--- config.mk ---
export PLATFORM = sky130hd
export DESIGN_NAME = voice_mixer_flat
export DESIGN_NICKNAME = d
export VERILOG_FILES = /design/src/rtl/voice_mixer_if.sv /design/src/rtl/voice_mixer.sv /design/src/flat_wrapper.sv
export SDC_FILE = /design/constraint.sdc
export NUM_CORES = 1
export LEC_CHECK = 0
export BUFFER_PORTS_ARGS = -buffer_cell sky130_fd_sc_hd__clkbuf_2
export CORE_ASPECT_RATIO = 0.75
export CORE_MARGIN = 2
export CORE_UTILIZATION = 35
export DETAILED_ROUTE_END_ITERATION = 10
export GPL_ROUTABILITY_DRIVEN = 0
export GPL_TIMING_DRIVEN = 1
export HOLD_SLACK_MARGIN = 0.08
export PLACE_DENSITY = 0.58
export SYNTH_ARGS = -nofsm -noshare
export SYNTH_HDL_FRONTEND = slang
export SYNTH_SLANG_ARGS = --single-unit
export TNS_END_PERCENT = 30
--- constraint.sdc ---
create_clock -name clk -period 3 [get_ports clk]
set_clock_uncertainty 0.15 [all_clocks]
set_input_delay 0.3 -clock clk [delete_from_list [all_inputs] [get_ports clk]]
set_output_delay 0.3 -clock clk [all_outputs]
set_load 0.03 [all_outputs]
--- src/rtl/voice_mixer_if.sv ---
// ============================================================================
//  Module      : voice_mixer_if
//  Description : Request/result bundle between the note-player bank and the
//                voice mixer. The master drives requests and voice data; the
//                slave (the mixer) returns the mixed sample and status.
//  Revision    : 1.0 - initial release
// ============================================================================
`default_nettype none

interface voice_mixer_if #(
    parameter int VOICES = 3,
    parameter int WIDTH  = 16
);
    logic                      start;
    logic [VOICES*WIDTH-1:0]   voice_samples;
    logic [VOICES-1:0]         voice_active;
    logic                      busy;
    logic [WIDTH-1:0]          mix_sample;
    logic                      mix_valid;
    logic                      clip;
    logic                      overrun;

    modport master (
        output start,
        output voice_samples,
        output voice_active,
        input  busy,
        input  mix_sample,
        input  mix_valid,
        input  clip,
        input  overrun
    );

    modport slave (
        input  start,
        input  voice_samples,
        input  voice_active,
        output busy,
        output mix_sample,
        output mix_valid,
        output clip,
        output overrun
    );
endinterface

`default_nettype wire

--- src/rtl/voice_mixer.sv ---
// ============================================================================
//  Module      : voice_mixer
//  Description : Time-multiplexed mixer. Sums VOICES signed, pre-shifted and
//                maskable voice samples one per cycle into a wide accumulator,
//                then emits a WIDTH-bit result with a one-cycle mix_valid.
//                A one-deep pending flag queues a request that arrives while
//                a mix is in progress; a second one is dropped with overrun.
//                Optional feature macro: VOICE_MIXER_SATURATE_EN selects
//                clamping (with clip flag) instead of two's-complement wrap.
//  Revision    : 1.0 - initial release
// ============================================================================
`default_nettype none

module voice_mixer #(
    parameter int VOICES = 3,
    parameter int WIDTH  = 16,
    parameter int SHIFT  = 2
) (
    input  wire logic        clk,
    input  wire logic        reset,
    voice_mixer_if.slave     bus
);

    // Headroom for the sum of VOICES full-scale terms plus sign.
    localparam int ACC_W = WIDTH + $clog2(VOICES) + 1;
    localparam int IDX_W = (VOICES > 1) ? $clog2(VOICES) : 1;
    localparam logic [IDX_W-1:0] LAST_IDX = IDX_W'(VOICES - 1);

    typedef enum logic [1:0] {
        S_IDLE  = 2'd0,
        S_ACCUM = 2'd1,
        S_OUT   = 2'd2
    } state_t;

    state_t                     r_state;
    state_t                     w_state_next;

    logic [VOICES*WIDTH-1:0]    r_samples;
    logic [VOICES-1:0]          r_active;
    logic signed [ACC_W-1:0]    r_acc;
    logic [IDX_W-1:0]           r_idx;
    logic                       r_pending;
    logic [WIDTH-1:0]           r_mix_sample;
    logic                       r_mix_valid;
    logic                       r_overrun;

    logic                       w_capture;
    logic                       w_acc_add;
    logic                       w_out_load;
    logic                       w_set_pending;
    logic                       w_clr_pending;
    logic                       w_overrun_next;
    logic [WIDTH-1:0]           w_resolved;

    logic signed [ACC_W-1:0]    w_terms [VOICES];

    // Per-voice term from the captured copy: sign-extend, scale, mask.
    for (genvar gi = 0; gi < VOICES; gi++) begin : g_term
        logic signed [ACC_W-1:0] w_ext;
        assign w_ext       = ACC_W'(signed'(r_samples[gi*WIDTH +: WIDTH]));
        assign w_terms[gi] = r_active[gi] ? (w_ext >>> SHIFT) : '0;
    end

    // State register.
    always_ff @(posedge clk or posedge reset) begin
        if (reset) begin
            r_state <= S_IDLE;
        end else begin
            r_state <= w_state_next;
        end
    end

    // Next-state and control decode, including the one-deep request queue.
    always_comb begin
        w_state_next   = r_state;
        w_capture      = 1'b0;
        w_acc_add      = 1'b0;
        w_out_load     = 1'b0;
        w_set_pending  = 1'b0;
        w_clr_pending  = 1'b0;
        w_overrun_next = 1'b0;
        case (r_state)
            S_IDLE: begin
                if (bus.start) begin
                    w_capture    = 1'b1;
                    w_state_next = S_ACCUM;
                end
            end
            S_ACCUM: begin
                w_acc_add = 1'b1;
                if (bus.start) begin
                    if (r_pending) begin
                        w_overrun_next = 1'b1;
                    end else begin
                        w_set_pending = 1'b1;
                    end
                end
                if (r_idx == LAST_IDX) begin
                    w_state_next = S_OUT;
                end
            end
            S_OUT: begin
                w_out_load = 1'b1;
                // A start in this cycle is folded into the recapture, so it
                // never needs the pending flag.
                if (r_pending || bus.start) begin
                    w_capture     = 1'b1;
                    w_clr_pending = 1'b1;
                    w_state_next  = S_ACCUM;
                end else begin
                    w_state_next  = S_IDLE;
                end
            end
            default: begin
                w_state_next = S_IDLE;
            end
        endcase
    end

    // Input capture, accumulator and voice index.
    always_ff @(posedge clk or posedge reset) begin
        if (reset) begin
            r_samples <= '0;
            r_active  <= '0;
            r_acc     <= '0;
            r_idx     <= '0;
        end else if (w_capture) begin
            r_samples <= bus.voice_samples;
            r_active  <= bus.voice_active;
            r_acc     <= '0;
            r_idx     <= '0;
        end else if (w_acc_add) begin
            r_acc     <= r_acc + w_terms[r_idx];
            r_idx     <= r_idx + IDX_W'(1);
        end
    end

    // Pending request flag.
    always_ff @(posedge clk or posedge reset) begin
        if (reset) begin
            r_pending <= 1'b0;
        end else if (w_clr_pending) begin
            r_pending <= 1'b0;
        end else if (w_set_pending) begin
            r_pending <= 1'b1;
        end
    end

    // Registered result, valid strobe and overrun strobe.
    always_ff @(posedge clk or posedge reset) begin
        if (reset) begin
            r_mix_sample <= '0;
            r_mix_valid  <= 1'b0;
            r_overrun    <= 1'b0;
        end else begin
            r_mix_valid <= w_out_load;
            r_overrun   <= w_overrun_next;
            if (w_out_load) begin
                r_mix_sample <= w_resolved;
            end
        end
    end

`ifdef VOICE_MIXER_SATURATE_EN
    localparam logic signed [ACC_W-1:0] SAT_MAX =
        {{(ACC_W-WIDTH+1){1'b0}}, {(WIDTH-1){1'b1}}};
    localparam logic signed [ACC_W-1:0] SAT_MIN =
        {{(ACC_W-WIDTH+1){1'b1}}, {(WIDTH-1){1'b0}}};

    logic w_clamped;
    logic r_clip;

    // Clamp the accumulator into the WIDTH-bit signed range.
    always_comb begin
        w_resolved = r_acc[WIDTH-1:0];
        w_clamped  = 1'b0;
        if (r_acc > SAT_MAX) begin
            w_resolved = SAT_MAX[WIDTH-1:0];
            w_clamped  = 1'b1;
        end else if (r_acc < SAT_MIN) begin
            w_resolved = SAT_MIN[WIDTH-1:0];
            w_clamped  = 1'b1;
        end
    end

    // Clip flag follows each result and holds with it.
    always_ff @(posedge clk or posedge reset) begin
        if (reset) begin
            r_clip <= 1'b0;
        end else if (w_out_load) begin
            r_clip <= w_clamped;
        end
    end

    assign bus.clip = r_clip;
`else
    // Wrap mode: the guard bits above WIDTH are intentionally discarded.
    logic w_unused_acc_hi;
    assign w_unused_acc_hi = ^r_acc[ACC_W-1:WIDTH];
    assign w_resolved      = r_acc[WIDTH-1:0];
    assign bus.clip        = 1'b0;
`endif

    assign bus.busy       = (r_state != S_IDLE);
    assign bus.mix_sample = r_mix_sample;
    assign bus.mix_valid  = r_mix_valid;
    assign bus.overrun    = r_overrun;

endmodule

`default_nettype wire

--- src/flat_wrapper.sv ---
// flat-port wrapper written by rule: the top's interface ports become plain ports
module voice_mixer_flat 
#(
    parameter int VOICES = 3,
    parameter int WIDTH  = 16,
    parameter int SHIFT  = 2
)
  (clk, reset, bus_start, bus_voice_samples, bus_voice_active, bus_busy, bus_mix_sample, bus_mix_valid, bus_clip, bus_overrun);
  voice_mixer_if #(.VOICES(VOICES), .WIDTH(WIDTH)) bus_i ();
  input  wire logic clk;
  input  wire logic reset;
  input wire logic [$bits(bus_i.start)-1:0] bus_start;
  input wire logic [$bits(bus_i.voice_samples)-1:0] bus_voice_samples;
  input wire logic [$bits(bus_i.voice_active)-1:0] bus_voice_active;
  output wire logic [$bits(bus_i.busy)-1:0] bus_busy;
  output wire logic [$bits(bus_i.mix_sample)-1:0] bus_mix_sample;
  output wire logic [$bits(bus_i.mix_valid)-1:0] bus_mix_valid;
  output wire logic [$bits(bus_i.clip)-1:0] bus_clip;
  output wire logic [$bits(bus_i.overrun)-1:0] bus_overrun;
  assign bus_i.start = bus_start;
  assign bus_i.voice_samples = bus_voice_samples;
  assign bus_i.voice_active = bus_voice_active;
  assign bus_busy = bus_i.busy;
  assign bus_mix_sample = bus_i.mix_sample;
  assign bus_mix_valid = bus_i.mix_valid;
  assign bus_clip = bus_i.clip;
  assign bus_overrun = bus_i.overrun;
  voice_mixer #(.VOICES(VOICES), .WIDTH(WIDTH), .SHIFT(SHIFT)) u_core (.clk(clk), .reset(reset), .bus(bus_i));
endmodule
==> results.sh <==
export IMPL_drt_iter0_markers=246
export IMPL_antenna_cells=0
export IMPL_initial_utilization_pct=36.4
export IMPL_vdd_drop_max_uv=506
export IMPL_route_detailed_drc=0
export IMPL_clk_pin_slew_worst_paths_ns=0.06
export IMPL_worst_pin_slew_ns=0.612
export IMPL_io_pins=74
export IMPL_maxCapViolCount=0
export IMPL_worst_ep_arrival_time_ns=2.94
export IMPL_ys_top_cells_by_count="nand2_1 (169), dfrtp_1 (84), o21ai_0 (28), ha_1 (20), clkbuf_1 (17)"
export IMPL_clk_insertion_delay_late_ns=0.34
export IMPL_hp_class="reg -> reg"
export IMPL_ys_types=45
export IMPL_antenna_found_initial=0
export IMPL_cp_end_kind="register"
export IMPL_dp_slack_ns=0.0917
export IMPL_clock_sinks=84
export IMPL_synthCells=478
export IMPL_cp_start_kind="register"
export IMPL_status="completed"
export IMPL_synthFlopType="dfrtp_1"
export IMPL_grt_use_met2_pct=26.5
export IMPL_wl_per_cell_um=13.9
export IMPL_cts_buffers=9
export IMPL_rows=34
export IMPL_gr_total_overflow=0
export IMPL_crit_required_ns=3.07
export IMPL_synth_seq_cells=84
export IMPL_grt_busiest_layer="met2"
export IMPL_setup_tns_final_ns=0
export IMPL_fin_crit_ns=2.86
export IMPL_ys_top_cells_by_area="dfrtp_1 (49%), nand2_1 (15%), ha_1 (5.8%)"
export IMPL_slew_headroom_pct=59.2
export IMPL_p_leak_nw=2.91
export IMPL_fp_dieArea_mm2=0.0132
export IMPL_clock_tree_buffer_depth=2
export IMPL_async_flop_share_pct=100
export IMPL_finalHoldViolations=0
export IMPL_yosysSeqAreaShare_pct=49.0
export IMPL_ys_warn_count=0
export IMPL_port_buffers=66
export IMPL_synth_top_area_share_pct=49.0
export IMPL_post_cts_setup_buffers=0
export IMPL_synth_most_common_cell="nand2_1"
export IMPL_grt_max_degree=47
export IMPL_use_met3_pct=4.24
export IMPL_synth_avg_cell_area_um2=8.98
export IMPL_grt_first_pass_wirelength_mm=18.0
export IMPL_drtAntennaViolNets=0
export IMPL_cts_tree="built"
export IMPL_clock_fmax_mhz=349
export IMPL_timing_final_ws_setup_ns=0.136
export IMPL_drive_gt1_share_pct=22.8
export IMPL_syn2layout_area_growth_pct=34.1
export IMPL_critPathKind="reg -> reg"
export IMPL_power_total_mw=6.04
export IMPL_drtPass1Iterations=6
export IMPL_drt_total_wl_mm=10.7
export IMPL_vias_per_cell=4.79
export IMPL_die_h_um=99.9
export IMPL_critPathMaxFanout=8
export IMPL_slew_viol_final=0
export IMPL_die_width_um=132
export IMPL_grt_pass1_vias=3728
export IMPL_synth_edf_count=0
export IMPL_rsz0062_at_grt="yes"
export IMPL_whs_ns=0.316
export IMPL_netlist_area_mm2=0.00429
export IMPL_grt_util_met1_pct=23.9
export IMPL_pwr_density_cell_mw_per_mm2=1050
export IMPL_setup_viol=0
export IMPL_hpwl_mm=7.55
export IMPL_dr_total_vias=3666
export IMPL_finalNetCount=674
export IMPL_track_usage_pct=17.0
export IMPL_synth_largest_area_cell="dfrtp_1"
export IMPL_core_area_mm2=0.0118
export IMPL_cts_root_buf="clkbuf_16"
export IMPL_htree_num_levels=3
export IMPL_filler_cell_count=1122
export IMPL_syn_num_nets=553
export IMPL_period_share_pct=95.5
export IMPL_fin_util_pct=48.9
==> registers in the layout, indices dropped and copies added (netlist names) <==
register and count:
u_core.r_acc 16, u_core.bus.mix_sample 16, u_core.r_active 3, u_core.r_samples 42, u_core.r_idx 2, u_core.bus.overrun 1
u_core.r_pending 1, u_core.r_state 2, u_core.bus.mix_valid 1
==> routing by layer <==
metal  up-vias  share of wire, %
li1       1863                 -
met1      1714                51
met2        84                44
met3         5               3.9
met4         0              0.62
met5         -                 0
==> logic make-up after synthesis <==
group | Yosys count | share of synthesized area, %
and+or+nand+nor | 226 | 22.1
AOI/OAI and AO/OA | 85 | 12.5
DFF | 84 | 49.0
buffers and inverters | 31 | 2.92
adders and majority gates | 21 | 6.30
muxes | 19 | 4.90
xor gates and xnor gates | 11 | 2.24
other | 1 | 0.0874
==> critical path, stage by stage (launching register included) <==
cell and delay, ns:
dfrtp_2 0.46, buf_4 0.18, and3_1 0.18, a31oi_1 0.14
o21ai_0 0.16, ha_1 0.43, nand4_1 0.26, or2_1 0.32
o21ai_1 0.13, o21ai_1 0.10, mux2i_1 0.16, nand3_1 0.09
==> worst paths after layout <==
kind,startpoint,to,slack (ns),cells past startpoint
max in group asynchronous,reset,u_core.r_active[1]$_DFFE_PP0P_,1.55,4
worst max-delay path,u_core.r_active[1]$_DFFE_PP0P_,u_core.r_acc[14]$_DFFE_PP0P_,0.14,11
min in group asynchronous,reset,u_core.r_acc[5]$_DFFE_PP0P_,0.37,3
worst min register to register,u_core.r_samples[27]$_DFFE_PP0P_,u_core.r_samples[27]$_DFFE_PP0P_,0.32,2
worst min-delay path,u_core.r_samples[27]$_DFFE_PP0P_,u_core.r_samples[27]$_DFFE_PP0P_,0.32,2
worst max register to register,u_core.r_active[1]$_DFFE_PP0P_,u_core.r_acc[14]$_DFFE_PP0P_,0.14,11
==> cell type report <==
type	instances	area, um^2	share of cell area (%)
flip-flops and latches	84	2100	36.5
multi-input cells	363	2090	36.3
repair buffers	135	966	16.8
clock buffers	10	239	4.15
well taps	162	203	3.52
clock inverters	6	134	2.33
inverters	6	23.8	0.413
==> placed cells by master, fill, tap and decap left out, drive strengths merged, types with 2 or more instances in the layout <==
| cell type | n |
|---|---|
| a21o | 2 |
| a21oi | 17 |
| a31oi | 15 |
| and3 | 15 |
| buf | 22 |
| bufinv | 4 |
| clkbuf | 76 |
| clkinv | 2 |
| dfrtp | 84 |
| dlygate4sd3 | 47 |
| ha | 20 |
| inv | 6 |
| mux2 | 16 |
| mux2i | 3 |
| nand2 | 170 |
| nand2b | 3 |
| nand3 | 14 |
| nand4 | 3 |
| nor2 | 11 |
| nor2b | 3 |
| o21a | 2 |
| o21ai | 36 |
| o21bai | 4 |
| o311ai | 2 |
| or2 | 4 |
| xnor2 | 6 |
| xor2 | 5 |
==> where the power goes <==
part / internal, mW / switching [mW]
sequential: 1.66 / 0.356
clock: 0.922 / 0.454
combinational: 1.05 / 1.60
total: 3.63 / 2.41
==> metrics by stage <==
step	cell area [um^2]	std cells
5_1_grt	5760	766
4_1_cts	5740	766
3_5_place_dp	4900	703
2_1_floorplan	4290	478
6_report	5760	766
3_3_place_gp	4900	703
==> what timing repair did <==
item	4_1_cts	5_1_grt
setup endpoints to repair	0	7
resized for setup	0	7
hold buffers	47	0
hold endpoints to repair	77	0
Note: power is estimated with default switching activity, not from simulation.
